$ cat src/rtl/raisin64_pkg.sv
// Shared raisin64 memory-path definitions: access width encodings, bridge
// state encodings and small lane helpers used by the dmem bridge.
package raisin64_pkg;

  typedef enum logic [1:0] {
    W64 = 2'd0,
    W32 = 2'd1,
    W16 = 2'd2,
    W8  = 2'd3
  } dmem_width_e;

  typedef enum logic [1:0] {
    ST_IDLE = 2'd0,
    ST_BUS  = 2'd1,
    ST_DONE = 2'd2
  } dmem_state_e;

  function automatic logic [3:0] width_bytes(input logic [1:0] w);
    logic [3:0] nb;
    case (w)
      W64:     nb = 4'd8;
      W32:     nb = 4'd4;
      W16:     nb = 4'd2;
      W8:      nb = 4'd1;
      default: nb = 4'd8;
    endcase
    return nb;
  endfunction

  // Natural alignment: the low address bits covered by the size must be zero.
  function automatic logic is_aligned(input logic [2:0] off, input logic [1:0] w);
    logic [3:0] nb;
    nb = width_bytes(w);
    return ((off & (nb[2:0] - 3'd1)) == 3'd0);
  endfunction

endpackage

$ cat src/rtl/dmem_lane_align.sv
// Combinational lane steering between the LSB-justified memory unit view and
// the big-endian 64-bit bus (lane 0 = bits 63:56, enabled by be[7]).
module dmem_lane_align
  import raisin64_pkg::*;
(
  input  logic [1:0]  width,
  input  logic [2:0]  offset,
  input  logic [63:0] store_data,
  input  logic [63:0] load_data,
  output logic [7:0]  be,
  output logic [63:0] wdata,
  output logic [63:0] rdata
);

  logic [3:0]  nb_s;
  logic [6:0]  nbits_s;
  logic [6:0]  obits_s;
  logic [6:0]  wshift_s;
  logic [63:0] low_mask_s;
  logic [63:0] top_mask_s;
  logic        ok_s;

  // Build masks/shifts from the access size and lane offset.
  always_comb begin
    nb_s       = width_bytes(width);
    nbits_s    = {nb_s, 3'b000};
    obits_s    = {1'b0, offset, 3'b000};
    wshift_s   = 7'd64 - obits_s - nbits_s;
    low_mask_s = ~(64'hFFFF_FFFF_FFFF_FFFF << nbits_s);
    top_mask_s = ~(64'hFFFF_FFFF_FFFF_FFFF >> nbits_s);
    ok_s       = is_aligned(offset, width);
    if (ok_s) begin
      be    = (8'hFF << (4'd8 - nb_s)) >> offset;
      wdata = (store_data & low_mask_s) << wshift_s;
      rdata = (load_data << obits_s) & top_mask_s;
    end else begin
      be    = 8'h00;
      wdata = 64'd0;
      rdata = 64'd0;
    end
  end

endmodule

$ cat src/rtl/dmem_bridge.sv
// Bridges single-cycle memory-unit strobes onto a req/ack 64-bit bus, with
// alignment/conflict checking and a bus timeout.
module dmem_bridge
  import raisin64_pkg::*;
#(
  parameter int TIMEOUT_CYCLES = 255
) (
  input  logic        clk,
  input  logic        rst,
  input  logic [63:0] dmem_addr,
  input  logic [63:0] dmem_dout,
  input  logic [1:0]  dmem_width,
  input  logic        dmem_rstrobe,
  input  logic        dmem_wstrobe,
  output logic [63:0] dmem_din,
  output logic        dmem_cycle_complete,
  output logic        dmem_fault,
  output logic [60:0] bus_addr,
  output logic [63:0] bus_wdata,
  output logic [7:0]  bus_be,
  output logic        bus_we,
  output logic        bus_req,
  input  logic        bus_ack,
  input  logic [63:0] bus_rdata
);

  localparam logic [15:0] TO_LAST = 16'(TIMEOUT_CYCLES - 1);

  dmem_state_e state_r;
  dmem_state_e state_next_s;
  logic [1:0]  width_r;
  logic [2:0]  offset_r;
  logic [15:0] cnt_r;

  logic        start_bus_s;
  logic        fault_done_s;
  logic        ack_done_s;
  logic        timeout_s;
  logic        strobe_any_s;
  logic        aligned_s;

  logic [1:0]  sel_width_s;
  logic [2:0]  sel_offset_s;
  logic [7:0]  be_s;
  logic [63:0] wdata_s;
  logic [63:0] rdata_s;

  // In IDLE the aligner sees the incoming request; afterwards the captured one.
  always_comb begin
    if (state_r == ST_IDLE) begin
      sel_width_s  = dmem_width;
      sel_offset_s = dmem_addr[2:0];
    end else begin
      sel_width_s  = width_r;
      sel_offset_s = offset_r;
    end
  end

  dmem_lane_align u_align (
    .width      (sel_width_s),
    .offset     (sel_offset_s),
    .store_data (dmem_dout),
    .load_data  (bus_rdata),
    .be         (be_s),
    .wdata      (wdata_s),
    .rdata      (rdata_s)
  );

  // Next-state and transaction event decode.
  always_comb begin
    state_next_s = state_r;
    start_bus_s  = 1'b0;
    fault_done_s = 1'b0;
    ack_done_s   = 1'b0;
    timeout_s    = 1'b0;
    strobe_any_s = dmem_rstrobe | dmem_wstrobe;
    aligned_s    = is_aligned(dmem_addr[2:0], dmem_width);
    case (state_r)
      ST_IDLE: begin
        if (strobe_any_s) begin
          if ((dmem_rstrobe & dmem_wstrobe) || !aligned_s) begin
            state_next_s = ST_DONE;
            fault_done_s = 1'b1;
          end else begin
            state_next_s = ST_BUS;
            start_bus_s  = 1'b1;
          end
        end else begin
          state_next_s = ST_IDLE;
        end
      end
      ST_BUS: begin
        if (bus_ack) begin
          state_next_s = ST_DONE;
          ack_done_s   = 1'b1;
        end else if (cnt_r == TO_LAST) begin
          state_next_s = ST_DONE;
          timeout_s    = 1'b1;
        end else begin
          state_next_s = ST_BUS;
        end
      end
      ST_DONE: state_next_s = ST_IDLE;
      default: state_next_s = ST_IDLE;
    endcase
  end

  // State register.
  always_ff @(posedge clk) begin
    if (rst) begin
      state_r <= ST_IDLE;
    end else begin
      state_r <= state_next_s;
    end
  end

  // Registered bus/memory-unit outputs; bus fields freeze for the whole BUS phase.
  always_ff @(posedge clk) begin
    if (rst) begin
      width_r             <= 2'd0;
      offset_r            <= 3'd0;
      cnt_r               <= 16'd0;
      dmem_din            <= 64'd0;
      dmem_cycle_complete <= 1'b0;
      dmem_fault          <= 1'b0;
      bus_addr            <= 61'd0;
      bus_wdata           <= 64'd0;
      bus_be              <= 8'd0;
      bus_we              <= 1'b0;
      bus_req             <= 1'b0;
    end else begin
      dmem_cycle_complete <= fault_done_s | ack_done_s | timeout_s;
      dmem_fault          <= fault_done_s | timeout_s;
      if (start_bus_s) begin
        width_r   <= dmem_width;
        offset_r  <= dmem_addr[2:0];
        cnt_r     <= 16'd0;
        bus_addr  <= dmem_addr[63:3];
        bus_we    <= dmem_wstrobe;
        bus_be    <= be_s;
        bus_wdata <= dmem_wstrobe ? wdata_s : 64'd0;
        bus_req   <= 1'b1;
      end else if (ack_done_s || timeout_s) begin
        bus_req <= 1'b0;
        bus_we  <= 1'b0;
        if (ack_done_s && !bus_we) begin
          dmem_din <= rdata_s;
        end
      end else if (state_r == ST_BUS) begin
        cnt_r <= cnt_r + 16'd1;
      end
    end
  end

endmodule

$ cat config.mk
export PLATFORM = sky130hd
export DESIGN_NAME = dmem_bridge
export DESIGN_NICKNAME = d
export VERILOG_FILES = /design/src/rtl/raisin64_pkg.sv /design/src/rtl/dmem_lane_align.sv /design/src/rtl/dmem_bridge.sv
export SDC_FILE = /design/constraint.sdc
export NUM_CORES = 1
export LEC_CHECK = 0
export BUFFER_PORTS_ARGS = -buffer_cell sky130_fd_sc_hd__buf_4
export CAP_MARGIN = 0
export CORE_AREA = 2 2 179 146
export CTS_CLUSTER_SIZE = 12
export DETAILED_ROUTE_END_ITERATION = 10
export DIE_AREA = 0 0 181 148
export GPL_TIMING_DRIVEN = 0
export PLACE_DENSITY_LB_ADDON = 0.08
export RECOVER_POWER = 100
export SLEW_MARGIN = 20
export SYNTH_ARGS = -nofsm -noshare
export SYNTH_HDL_FRONTEND = slang
export SYNTH_SLANG_ARGS = --single-unit
$ cat constraint.sdc
create_clock -name clk -period 3.9 [get_ports clk]
set_input_delay 0.195 -clock clk [delete_from_list [all_inputs] [get_ports clk]]
set_output_delay 0.195 -clock clk [all_outputs]
set_load 0.01 [all_outputs]
# Word-level counts from Yosys, hierarchy flattened
# Index checks and enable logic that the tools add are counted.
# W data, S select, Z words.
dict set report word_totals {
  regBits 224
  in_bits 199
  elab_cells 86
  out_inout_bits 201
}
dict set report classes {
  n_addsub 6
  muxes 27
  bitwise 13
  eq_ne 8
  n_shift 6
  reduce_logical 14
}
# cell n
set ops {}
lappend ops {{$mux W64} 3}
lappend ops {{$and A64 B64 Y64} 2}
lappend ops {{$not A64 Y64} 2}
lappend ops {{$shl A64 B6 Y64} 1}
lappend ops {{$shl A64 B7 Y64} 1}
lappend ops {{$shl A64 B7 Y64 const A} 1}
lappend ops {{$shr A64 B7 Y64 const A} 1}
lappend ops {{$add A16 B1 Y16 const B} 1}
lappend ops {{$eq A16 B8 Y1 const B} 1}
lappend ops {{$pmux W4 S4} 1}
lappend ops {{$mux W1} 14}
lappend ops {{$pmux W3 S4} 1}
lappend ops {{$mux W2} 5}
lappend ops {{$eq A2 B2 Y1 const B} 4}
lappend ops {{$mux W8} 1}
lappend ops {{$shl A8 B4 Y8 const A} 1}
lappend ops {{$shr A8 B3 Y8} 1}
lappend ops {{$sub A7 B6 Y7 const A} 1}
lappend ops {{$sub A7 B7 Y7} 1}
lappend ops {{$and A3 B3 Y3} 2}
lappend ops {{$eq A2 B1 Y1 const B} 3}
lappend ops {{$logic_not A2 Y1} 3}
lappend ops {{$logic_not A3 Y1} 2}
lappend ops {{$sub A3 B1 Y3 const B} 2}
lappend ops {{other kinds (13)} 19}

# Logic depth before layout (Yosys ltp)
dict set report depth {
  word_depth 12
  depth_mapped 17
  depth_no_buf 11
}

# Hierarchy
# A second synthesis with hierarchy kept.
dict set report hier_totals {
  hier_cells 1484
  area_unflattened_um2 11801.3
}
# module area_each_um2 cells_each n_inst seq_area_each_um2
set modules_own_cells {}
lappend modules_own_cells {dmem_bridge 7738.7 869 1 4484.3}
lappend modules_own_cells {dmem_lane_align 4062.6 615 1 0.0}

# Worst setup path after synthesis
# OpenSTA, ideal clock, no wires.
dict set report synth_path {
  kind {reg2reg}
  from {register state_r[0]}
  to {register bus_wdata[57]}
  period_less_slack_ps 3747
  setup_time_ps 122
  arrival_time_ps 3625
  n_path_buf 7
  t_required_ps 3778
  stages_incl_launch_ff 16
  slack_ps 153
  path_cell_list {dfxtp_1 -> buf_4 -> nor2_2 -> buf_4 -> mux2_2 -> buf_4 -> inv_2 -> buf_2 -> ha_1 -> ha_1 -> clkbuf_1 -> buf_1 -> clkbuf_1 -> mux4_2 -> a21oi_1 -> o21ai_0}
}
dict set report synth_via {
  elab_chain_cells 10
  word_cells_on_any_way 20
  cone_classes {add/sub: 3; eq/ne: 3; shift: 2; mux: 6; bitwise: 3; reduce/logical: 3}
}
# item line_no
set synth_lines {}
lappend synth_lines {{start: declaration} dmem_bridge.sv:29} ;# dmem_state_e state_r;
lappend synth_lines {{start signal: assignment} dmem_bridge.sv:113} ;# state_r <= state_next_s;
lappend synth_lines {{$logic_not A2 Y1 (*)} {dmem_bridge.sv:50, dmem_bridge.sv:78}}
lappend synth_lines {{$mux W2} dmem_bridge.sv:50} ;# if (state_r == ST_IDLE) begin
lappend synth_lines {{$eq A2 B2 Y1, or another cell as far along} raisin64_pkg.sv:20} ;# case (w)
lappend synth_lines {{$pmux W4 S4} raisin64_pkg.sv:20}
lappend synth_lines {{$shl A64 B7 Y64} dmem_lane_align.sv:29} ;# low_mask_s = ~(64'hFFFF_FFFF_FFFF_FFFF << nbits_s);
lappend synth_lines {{$not A64 Y64} dmem_lane_align.sv:29}
lappend synth_lines {{$and A64 B64 Y64} dmem_lane_align.sv:34} ;# wdata = (store_data & low_mask_s) << wshift_s;
lappend synth_lines {{$shl A64 B7 Y64} dmem_lane_align.sv:34}
lappend synth_lines {{$mux W64} dmem_lane_align.sv:32} ;# if (ok_s) begin
lappend synth_lines {{$mux W64} dmem_bridge.sv:141} ;# bus_wdata <= dmem_wstrobe ? wdata_s : 64'd0;
lappend synth_lines {{end signal: assignment} dmem_bridge.sv:141}
lappend synth_lines {{end: declaration} dmem_bridge.sv:19} ;# output logic [63:0] bus_wdata,
# Mark *: on every way between the ends. The rest lies on a longest branch, timed or not.
# A chain may end at the register's enable or synchronous reset.

# Final worst setup path
dict set report layout_path {
  from {register state_r[1]}
  to {register bus_wdata[51]}
}
# The elaborated chain is that of the path after synthesis.

==> qor.yml <==
status: "completed"
cts_root_buf: "clkbuf_16"
synth_top_area_share_pct: 40.55
crit_fanout: 19
grt_pass1_wl_microns: 72940
critPathKind: "flop to flop"
grt_overflow_total: 0
endpoint_kind: "flop"
leakage_nw: 6.216
rsz0062_at_grt: "no"
mostFrequentLayoutCells: "nand2_1, clkbuf_1, dfxtp_1, buf_4, a21oi_1"
min_path_type: "input pin to flop"
clock_latency_ns: 0.54
place_inst: 2097
rows: 52
synth_area_leader_cell: "dfxtp_1"
r2r_start: "state_r[1]$_SDFF_PP0_"
clk_pin_slew_ns: 0.06
hold-path-endpoint: "dmem_din[37]$_SDFFE_PP0P_"
cts_buffer_depth: 3
synth_area_sq_um: 11060
period_share_pct: 98.28
io_buffers: 399
drtIter0Drc: 1416
placed_cell_area_sq_um: 14480
pwr-share-comb_pct: 37.7
vias: 12800
area_growth_pct: 40.40
hold_depth: 4
htree_levels: 1
drive_gt1_share_pct: 18.26
p_sw_share_pct: 37.69
slew-limit-headroom_pct: 38.70
min_from: "bus_rdata[29]"
stdcell_count: 2225
num-nets-final: 2096
die-area_sq_um: 26790
die_width_microns: 181
fp.coreArea_sq_um: 24980
fmax_mhz: 260.9
worstMarginPinSlew_ns: 0.9161
dp_hpwl_microns: 36570
timing.hold.ws_ns: 0.01981
rrSetupSlack_ns: 0.07
cts_made_buffers: 24
yosys_register_bits: 224
clkPwrFrac_pct: 29.5
avgSynthCellArea_sq_um: 8.049
regToRegEndpoint: "bus_wdata[51]$_SDFFE_PP0P_"
cts_tree: "done"
pwr-share-seq_pct: 32.8
synth_area_leaders: "dfxtp_1, nand2_1, a21oi_1"
yosys_warnings: 0
ant_nets: 0
final_cell_area_sq_um: 15530
hold_viol_final: 0
grtUsageTotal_pct: 34.92
drt_wl_total_microns: 48770
critPathRequiredTime_ns: 4.32
dr.pass1.iters: 6
power_density_nw_per_um2: 479.2
grt_max_degree: 14
floorplan.initialDensity_pct: 44.27
setup_viol: 0
reg2reg_depth: 15
synth.distinct_cells: 61
netlist_instances: 1374
arrival_ns: 4.26
finalWeightedCongestion: 1.008
maxSlewViolCount: 0
finalClockSkew_ns: 0.02195
peakVddDrop_v: 0.0003710
cap_viol_max_count: 0
wl_per_cell_microns: 21.92
layout_commonest_cell: "nand2_1"
fin_util_pct: 62.15
ioPinCount: 400
drc: 0
synth_edf_count: 0
yosysSeqAreaShare_pct: 40.55
critPathLaunchType: "flop"
async_flop_share_pct: 0
antenna_found_initial: 1
grt_pass1_vias: 12630
ys_dominant_reg_cell: "dfxtp_1"
syn-num-nets: 1582
cts.sinks: 224
layout_min_cycle_time_ns: 3.833
routed_via_density: 5.752
netSwitchingPower_mw: 2.804
die_h_microns: 148
p_int_mw: 4.636
-- synthesized netlist by cell type, types with 5 or more instances --
cell type,number
mux2i_1,55
dfxtp_1,224
nand2b_1,7
buf_4,8
a21oi_1,129
inv_1,8
nor3_1,14
nor2b_1,10
nor3b_1,5
clkbuf_1,57
o22ai_1,14
buf_2,32
a211oi_1,5
and3_1,13
xor2_1,8
nand2_1,333
nor2_1,77
mux4_2,10
a22oi_1,44
nand3_1,41
o211ai_1,11
a32oi_1,16
nand4_1,8
buf_1,5
o21ai_0,95
ha_1,9
a22o_1,35
a221o_1,13
xnor2_1,9
a221oi_1,14
mux2_2,12
-- critical path, cell delays in order (launching register included) --
cell,delay (ns)
dfxtp_1,0.33
buf_4,0.18
nor2_2,0.17
buf_6,0.18
mux2_2,0.34
buf_4,0.19
inv_8,0.14
ha_1,0.28
ha_4,0.31
clkbuf_8,0.17
buf_4,0.21
mux2i_2,0.25
o21ai_0,0.13
a221oi_1,0.42
a21oi_1,0.15
a22o_1,0.24
-- worst max-delay path by stage --
stage                                       endpoint                   from
after global placement    bus_wdata[51]$_SDFFE_PP0P_  state_r[0]$_SDFF_PP0_
after detailed placement  bus_wdata[58]$_SDFFE_PP0P_  state_r[0]$_SDFF_PP0_
after CTS                 bus_wdata[53]$_SDFFE_PP0P_  state_r[0]$_SDFF_PP0_
after floorplan           bus_wdata[57]$_SDFFE_PP0P_  state_r[0]$_SDFF_PP0_
after global routing      bus_wdata[53]$_SDFFE_PP0P_  state_r[1]$_SDFF_PP0_
final                     bus_wdata[51]$_SDFFE_PP0P_  state_r[1]$_SDFF_PP0_
-- what timing repair did --
| item | 4_1_cts | 5_1_grt |
|---|---|---|
| endpoints found under the hold margin | 86 | 0 |
| endpoints found under the setup margin | 64 | 61 |
| pin swaps | 2 | 3 |
| buffers inserted | 4 | 3 |
| gates resized for setup | 51 | 16 |
| hold buffers | 86 | 0 |
-- power by group through the flow --
stage,Sequential [mW],Clock [mW],Combinational [mW]
floorplan,2.52,0,1.43
global placement,2.48,0,2.51
detailed placement,2.49,0,2.50
CTS,2.44,2.22,2.71
global route,2.45,2.31,2.93
finish,2.44,2.20,2.81
-- per-layer routing --
metal / vias to the layer above / GRT usage [%] / routed length (microns)
li1: 5923 / - / -
met1: 5938 / 48.25 / 21050
met2: 824 / 53.25 / 20690
met3: 113 / 9.510 / 5571
met4: 0 / 10.77 / 1457
met5: - / 0 / 0
-- registers in the layout (all words and copies together) (netlist names) --
name                 count
cnt_r                   16
offset_r                 3
bus_be                   8
bus_wdata               64
width_r                  2
dmem_din                64
bus_addr                61
bus_req                  1
bus_we                   1
dmem_cycle_complete      1
dmem_fault               1
state_r                  2
-- logic make-up (layout without fill, tap and decap cells) --
| kind of cell | Yosys count | count (layout) | synth area share [%] |
|---|---|---|---|
| compound gates | 395 | 395 | 22.77 |
| other cells | 0 | 1 | 0 |
| fa+ha+maj | 10 | 10 | 1.109 |
| xor+xnor | 18 | 18 | 1.550 |
| simple gates | 534 | 534 | 20.84 |
| flops | 224 | 224 | 40.55 |
| buf+inv | 115 | 641 | 4.740 |
| mux | 78 | 78 | 8.440 |
-- final cells by class --
| cell class | instances | area, sq um |
|---|---|---|
| Fill cell | 2390 | 9457 |
| Multi-Input combinational cell | 1035 | 6167 |
| Sequential cell | 224 | 4484 |
| Timing Repair Buffer | 492 | 3167 |
| Clock buffer | 34 | 658.1 |
| Buffer | 101 | 521.8 |
| Tap cell | 324 | 405.4 |
| Clock inverter | 4 | 76.32 |
| Inverter | 10 | 45.04 |
| Antenna cell | 1 | 2.502 |
-- through the flow --
stage,setup TNS [ns],worst slack [ns],power [mW]
2_1_floorplan,0,0.1533,3.950
3_3_place_gp,-48.69,-1.061,4.994
3_5_place_dp,-45.93,-1.064,4.990
4_1_cts,0,0.02949,7.372
5_1_grt,0,0.002584,7.686
6_report,0,0.06700,7.441
Power figures use the tool's default switching activity.
